==> config.mk <==
export PLATFORM = sky130hd
export DESIGN_NAME = stage_sequencer
export DESIGN_NICKNAME = d
export VERILOG_FILES = /design/src/rtl/stage_pkg.sv /design/src/rtl/stage_sequencer_edge_rise.sv /design/src/rtl/stage_sequencer.sv
export SDC_FILE = /design/constraint.sdc
export NUM_CORES = 1
export LEC_CHECK = 0
export ABC_AREA = 0
export ABC_CLOCK_PERIOD_IN_PS = 2100
export BUFFER_PORTS_ARGS = -buffer_cell sky130_fd_sc_hd__buf_2
export CORE_AREA = 3 3 60 73
export CTS_BUF_LIST = sky130_fd_sc_hd__clkbuf_8 sky130_fd_sc_hd__clkbuf_16
export CTS_CLUSTER_SIZE = 28
export DETAILED_ROUTE_END_ITERATION = 16
export DIE_AREA = 0 0 63 76
export PLACE_DENSITY = 0.74
export SYNTH_ARGS = -nofsm -noshare
export SYNTH_HDL_FRONTEND = slang
export SYNTH_SLANG_ARGS = --single-unit
==> constraint.sdc <==
create_clock -name clk -period 2.1 [get_ports clk]
set_input_delay 0 -clock clk [delete_from_list [all_inputs] [get_ports clk]]
set_output_delay 0 -clock clk [all_outputs]
set_load 0.01 [all_outputs]
==> src/rtl/stage_pkg.sv <==
// stage_pkg: shared types and helpers for the stage sequencer.
// Holds the sequencer state enum, the default stage count and the
// one-hot / thermometer helpers used to build the stage enables and LEDs.
package stage_pkg;

  localparam int DEF_NSTAGE = 4;
  localparam int MAX_NSTAGE = 8;

  typedef enum logic [2:0] {
    IDLE,
    RUN,
    GAP,
    FINISH,
    ERR
  } seq_state_t;

  // One-hot vector with only bit idx set.
  function automatic logic [MAX_NSTAGE-1:0] stage_onehot(input logic [2:0] idx);
    return MAX_NSTAGE'(1) << idx;
  endfunction

  // Thermometer vector with bits idx down to 0 set.
  function automatic logic [MAX_NSTAGE-1:0] stage_therm(input logic [2:0] idx);
    return (MAX_NSTAGE'(2) << idx) - MAX_NSTAGE'(1);
  endfunction

endpackage

==> src/rtl/stage_sequencer_edge_rise.sv <==
// edge_rise: rising-edge detector for an operator input.
// The previous level is registered; rise is high while sig is high but was
// still low at the last clock edge, so a held level produces no pulse.
module edge_rise (
  input  logic clk,
  input  logic rst,
  input  logic sig,
  output logic rise
);

  logic sig_q;

  // Track the input level every cycle, regardless of what the sequencer is doing.
  always_ff @(posedge clk or negedge rst) begin
    if (!rst) begin
      sig_q <= 1'b0;
    end else begin
      sig_q <= sig;
    end
  end

  assign rise = sig & ~sig_q;

endmodule

==> src/rtl/stage_sequencer.sv <==
// stage_sequencer: drives one-hot stage enables and thermometer progress LEDs.
// Auto mode advances when the per-stage minimum dwell has elapsed and the
// stage reports done; manual mode advances on each rising edge of step.
// A one-cycle gap with no enable separates consecutive stages.
// Optional feature: define STAGE_TIMEOUT_EN to add a per-stage watchdog in
// auto mode that moves the sequencer to ERR and raises a sticky err flag.
module stage_sequencer
  import stage_pkg::*;
#(
  parameter int NSTAGE  = DEF_NSTAGE,
  parameter int DWELL_W = 8,
  parameter int TIMEOUT = 1023
) (
  input  logic               clk,
  input  logic               rst,
  input  logic               start,
  input  logic               mode,
  input  logic               step,
  input  logic               abort,
  input  logic [DWELL_W-1:0] dwell,
  input  logic [NSTAGE-1:0]  stage_done,
  output logic [NSTAGE-1:0]  en,
  output logic [NSTAGE-1:0]  led,
  output logic               busy,
  output logic               done,
  output logic               err
);

  localparam int K_W = (NSTAGE > 1) ? $clog2(NSTAGE) : 1;
  localparam logic [K_W-1:0] K_LAST = K_W'(NSTAGE - 1);
  localparam logic [DWELL_W-1:0] CNT_MAX = '1;

  seq_state_t         state;
  logic [K_W-1:0]     k;
  logic [DWELL_W-1:0] cnt;
  logic [DWELL_W-1:0] dwell_q;
  logic               mode_q;
  logic               step_rise;
  logic               advance;

`ifdef STAGE_TIMEOUT_EN
  localparam int WD_W = $clog2(TIMEOUT + 1);
  localparam logic [WD_W-1:0] WD_MAX = '1;
  localparam logic [WD_W-1:0] WD_LIMIT = WD_W'(TIMEOUT);

  logic [WD_W-1:0] wd;
`endif

  edge_rise u_step_edge (
    .clk  (clk),
    .rst  (rst),
    .sig  (step),
    .rise (step_rise)
  );

  // Advance request for the active stage: step edge in manual, dwell met plus stage_done in auto.
  always_comb begin
    advance = 1'b0;
    if (mode_q) begin
      advance = step_rise;
    end else begin
      advance = (cnt >= dwell_q) && stage_done[k];
    end
  end

  // Sequencer state machine; every output is registered here alongside the state.
  always_ff @(posedge clk or negedge rst) begin
    if (!rst) begin
      state   <= IDLE;
      k       <= '0;
      cnt     <= '0;
      dwell_q <= '0;
      mode_q  <= 1'b0;
      en      <= '0;
      led     <= '0;
      busy    <= 1'b0;
      done    <= 1'b0;
`ifdef STAGE_TIMEOUT_EN
      wd      <= '0;
      err     <= 1'b0;
`endif
    end else begin
      done <= 1'b0;
      case (state)
        IDLE: begin
          if (start) begin
            state   <= RUN;
            k       <= '0;
            cnt     <= DWELL_W'(1);
            mode_q  <= mode;
            dwell_q <= (dwell == '0) ? DWELL_W'(1) : dwell;
            en      <= NSTAGE'(stage_onehot(3'(0)));
            led     <= NSTAGE'(stage_therm(3'(0)));
            busy    <= 1'b1;
`ifdef STAGE_TIMEOUT_EN
            wd      <= WD_W'(1);
            err     <= 1'b0;
`endif
          end
        end

        RUN: begin
          if (cnt != CNT_MAX) begin
            cnt <= cnt + DWELL_W'(1);
          end
`ifdef STAGE_TIMEOUT_EN
          if (wd != WD_MAX) begin
            wd <= wd + WD_W'(1);
          end
`endif
          if (abort) begin
            state <= IDLE;
            en    <= '0;
            led   <= '0;
            busy  <= 1'b0;
          end else if (advance) begin
            en <= '0;
            if (k == K_LAST) begin
              state <= FINISH;
              led   <= '1;
              busy  <= 1'b0;
              done  <= 1'b1;
            end else begin
              state <= GAP;
            end
          end
`ifdef STAGE_TIMEOUT_EN
          else if (!mode_q && (wd >= WD_LIMIT)) begin
            state <= ERR;
            en    <= '0;
            busy  <= 1'b0;
            err   <= 1'b1;
          end
`endif
        end

        GAP: begin
          if (abort) begin
            state <= IDLE;
            en    <= '0;
            led   <= '0;
            busy  <= 1'b0;
          end else begin
            state <= RUN;
            k     <= k + K_W'(1);
            cnt   <= DWELL_W'(1);
            en    <= NSTAGE'(stage_onehot(3'(k + K_W'(1))));
            led   <= NSTAGE'(stage_therm(3'(k + K_W'(1))));
`ifdef STAGE_TIMEOUT_EN
            wd    <= WD_W'(1);
`endif
          end
        end

        FINISH: begin
          state <= IDLE;
        end

        ERR: begin
          if (start) begin
            state   <= RUN;
            k       <= '0;
            cnt     <= DWELL_W'(1);
            mode_q  <= mode;
            dwell_q <= (dwell == '0) ? DWELL_W'(1) : dwell;
            en      <= NSTAGE'(stage_onehot(3'(0)));
            led     <= NSTAGE'(stage_therm(3'(0)));
            busy    <= 1'b1;
`ifdef STAGE_TIMEOUT_EN
            wd      <= WD_W'(1);
            err     <= 1'b0;
`endif
          end else if (abort) begin
            state <= IDLE;
          end
        end

        default: begin
          state <= IDLE;
          en    <= '0;
          busy  <= 1'b0;
        end
      endcase
    end
  end

`ifndef STAGE_TIMEOUT_EN
  assign err = 1'b0;
`endif

endmodule
==> qor.yml <==
run_status:
  status: "completed"
global_route:
  grt-ovfl-total: 0
  grt_antenna_before_repair: 0
  gr-usage-all-layers_pct: 18.44
  grt_max_degree: 33
  grt_pass1_vias: 1540
  grt_pass1_wl_um: 7003
die:
  die-area_um2: 4788
  fp.dieW_um: 63
  ioPinCount: 29
  fp-row-count: 24
  fp.coreArea_um2: 3694
  start_util_pct: 49.80
  die_y_um: 76
logic_synthesis:
  ys_seq_elements: 32
  synth_adder_area_share_pct: 9.524
  muxShareOfSynthArea_pct: 4.286
  synth_cell_types: 41
  synth_compound_area_share_pct: 22.52
  syn-num-nets: 220
  synth_top_family_by_area: "compound AO/OA/AOI/OAI gates"
  async_flop_share_pct: 100.0
  ys.flop_type: "dfrtp_1"
  yosysWarningCount: 0
  synth_edf_count: 0
  synth_xor_area_share_pct: 0.4762
  avgSynthCellArea_um2: 9.783
  yosysSeqAreaShare_pct: 43.54
  synthSimpleGateAreaFrac_pct: 14.83
  syn-cell-area_um2: 1839
  syn_inst: 188
critical_path:
  r2r-end: "led[0]"
  critPathSlowestCell: "dfrtp_1"
  cpPeakStageDelay_ps: 390
  worst_r2r_path_depth: 7
  rr_startpoint: "cnt[0]"
  crit_type: "flop to flop"
  worstPathMaxFanout: 4
  rrSetupSlack_ps: 40
  worstSetupEndpointType: "flop"
  required_ps: 2270
  crit_chain: "inv_2 > ha_4 > nand2b_4 > a2111oi_4 > o31ai_4 > o211ai_4 > mux2_2"
  critPathLaunchType: "flop"
  worstPathArrival_ps: 2230
place:
  portBuffers: 27
  placed_cells: 271
  globalplace.congestion: 0.8164
  dpl.hpwl_um: 2973
sta:
  hold_ws_ps: 115.5
  fin_crit_ps: 2064
  setup_viol: 0
  tns_ps: 0
  max_slew_margin_pct: 51.45
  hold_viol: 0
  rsz0062_at_grt: "yes"
  fin_crit_sh_pct: 98.28
  finClkSkew_ps: 5.855
  worstMarginPinSlew_ps: 728.3
  timing.fmax_ghz: 0.4845
  slew_violations: 0
cts:
  h-tree-depth: 2
  cts_max_path_buffers: 2
  cts.sinks: 32
  worstSkewPairLatency_ps: 280
  ctsRootBufferMaster: "clkbuf_8"
  cts_buffers: 5
  cts_tree: "built"
  clk_pin_slew_worst_paths_ps: 70
pwr:
  p_int_mw: 1.704
  total_power_mw: 2.782
  power_density_nw_per_um2: 1185
  p_leak_nw: 1.118
  p_switching_mw: 1.078
  vdd_drop_max_v: 0.0006248
  power_frac_comb_pct: 49.6
  switching_share_pct: 38.74
  p_seq_share_pct: 33.0
  power.share.clock_pct: 17.4
finish:
  final_cells: 292
  nNetsFinal: 271
  area_delta_synth_final_pct: 27.69
  final_common_cell: "dfrtp_1"
  num_antenna_cells: 0
  seq_area_um2: 802.0
  multiInputGateArea_um2: 988.4
  layout-drive-gt1-share_pct: 27.08
  layout_common_cells: "dfrtp_1 (31), buf_2 (27), o21ai_0 (20)"
  nFillCells: 326
worst_hold_path:
  worstHoldEndpoint: "done"
  hold_class: "input port to flop"
  worstHoldPathCells: 2
  min_from: "abort"
flow_run:
  maxCapViolCount: 0
routing:
  first_iter_violations: 49
  via_per_inst: 5.318
  antenna_left: 0
  drcViolationCount: 0
  via_count: 1553
  drt_pass1_iterations: 4
  post_drt_wl_per_cell_um: 14.19
  wirelength_um: 4143
## worst max path at each step
stage / from / endpoint / slack [ps] / cells after the start
final: cnt[0] / led[0] / 40 / 7
after global routing: cnt[0] / led[0] / -50 / 7
after CTS: cnt[0] / led[0] / 7 / 7
after detailed placement: cnt[0] / led[3] / -80 / 7
after global placement: cnt[0] / led[3] / 8 / 7
after floorplan: cnt[0] / led[0] / 50 / 7
## Yosys cell counts, drive strengths merged (2+ instances only)
| library cell | instances | area share [%] |
|---|---|---|
| nand2b | 2 | 1.1 |
| a21o | 2 | 0.82 |
| nand3 | 4 | 1.1 |
| inv | 13 | 2.7 |
| buf | 3 | 0.95 |
| dfrtp | 32 | 44 |
| a21oi | 14 | 3.8 |
| a31oi | 2 | 0.68 |
| a22o | 4 | 1.9 |
| nor2 | 15 | 3.1 |
| nor3 | 6 | 1.6 |
| o31ai | 2 | 1.6 |
| o21ai | 21 | 5.9 |
| ha | 14 | 9.5 |
| mux2 | 7 | 4.3 |
| nor2b | 4 | 1.4 |
| or3 | 3 | 1.3 |
| clkbuf | 5 | 1.0 |
| o21a | 4 | 1.6 |
| a22oi | 2 | 0.82 |
| o211ai | 2 | 1.8 |
| nand4 | 2 | 0.68 |
| nand2 | 13 | 2.7 |
| and2 | 2 | 0.68 |
## area by class of cell
class | instances | share of cell area [%]
Clock inverter | 2 | 0.4795
Timing Repair Buffer | 52 | 14.92
Tap cell | 52 | 2.770
Inverter | 13 | 2.078
Clock buffer | 6 | 3.516
Multi-Input combinational cell | 135 | 42.09
Sequential cell | 32 | 34.15
## kinds of logic after synthesis
| group | after synthesis |
|---|---|
| AO/OA/AOI/OAI | 58 |
| XOR/XNOR | 1 |
| adder cells (fa/ha/maj) | 14 |
| buffers and inverters | 21 |
| flip-flops | 32 |
| multiplexers | 7 |
| other | 1 |
| AND/OR/NAND/NOR | 54 |
## power by group through the flow
stage | Sequential (mW) | Combinational (mW) | Clock [mW]
floorplan | 0.953 | 0.846 | 0
global placement | 0.921 | 1.22 | 0
detailed placement | 0.928 | 1.27 | 0
CTS | 0.918 | 1.30 | 0.502
global route | 0.942 | 1.52 | 0.526
finish | 0.919 | 1.38 | 0.484
## worst max-delay path, delay by kind of cell (launching register included)
family,cells,cell delay (ps)
flip-flops,1,390
multiplexers,1,370
buffers and inverters,1,90
adder cells (fa/ha/maj),1,200
AND/OR/NAND/NOR,1,140
AO/OA/AOI/OAI,3,760
## metrics by stage
stage                     util (%)  setup slack, ps  instance area, um2
after floorplan                  -            48.72                1839
after global placement       56.67            8.344                2093
after detailed placement     56.67           -75.73                2093
after CTS                    62.30            6.501                2301
after global routing         63.58           -51.12                2349
final                        63.58            36.14                2349
## state kept, by name, summed over array words and instances (netlist names), 2 cells and up
signal / cells
en: 4
k: 2
dwell_q: 8
cnt: 8
led: 4
state: 2
## per-layer routing
layer	global-route usage [%]	share of wire (%)
met3	4.130	3.8
met4	5.960	1.7
met2	32.52	54
met1	21.93	41
met5	0	0
## timing repair
action                                  CTS  global route
resized for setup                         1             6
endpoints found under the setup margin    4             6
setup buffers                             0             2
hold endpoints to repair                 42             0
hold buffers                             11             0
pin swaps                                 3             2
gates cloned                              0             0
No activity file was read; power rests on OpenSTA's default activity.
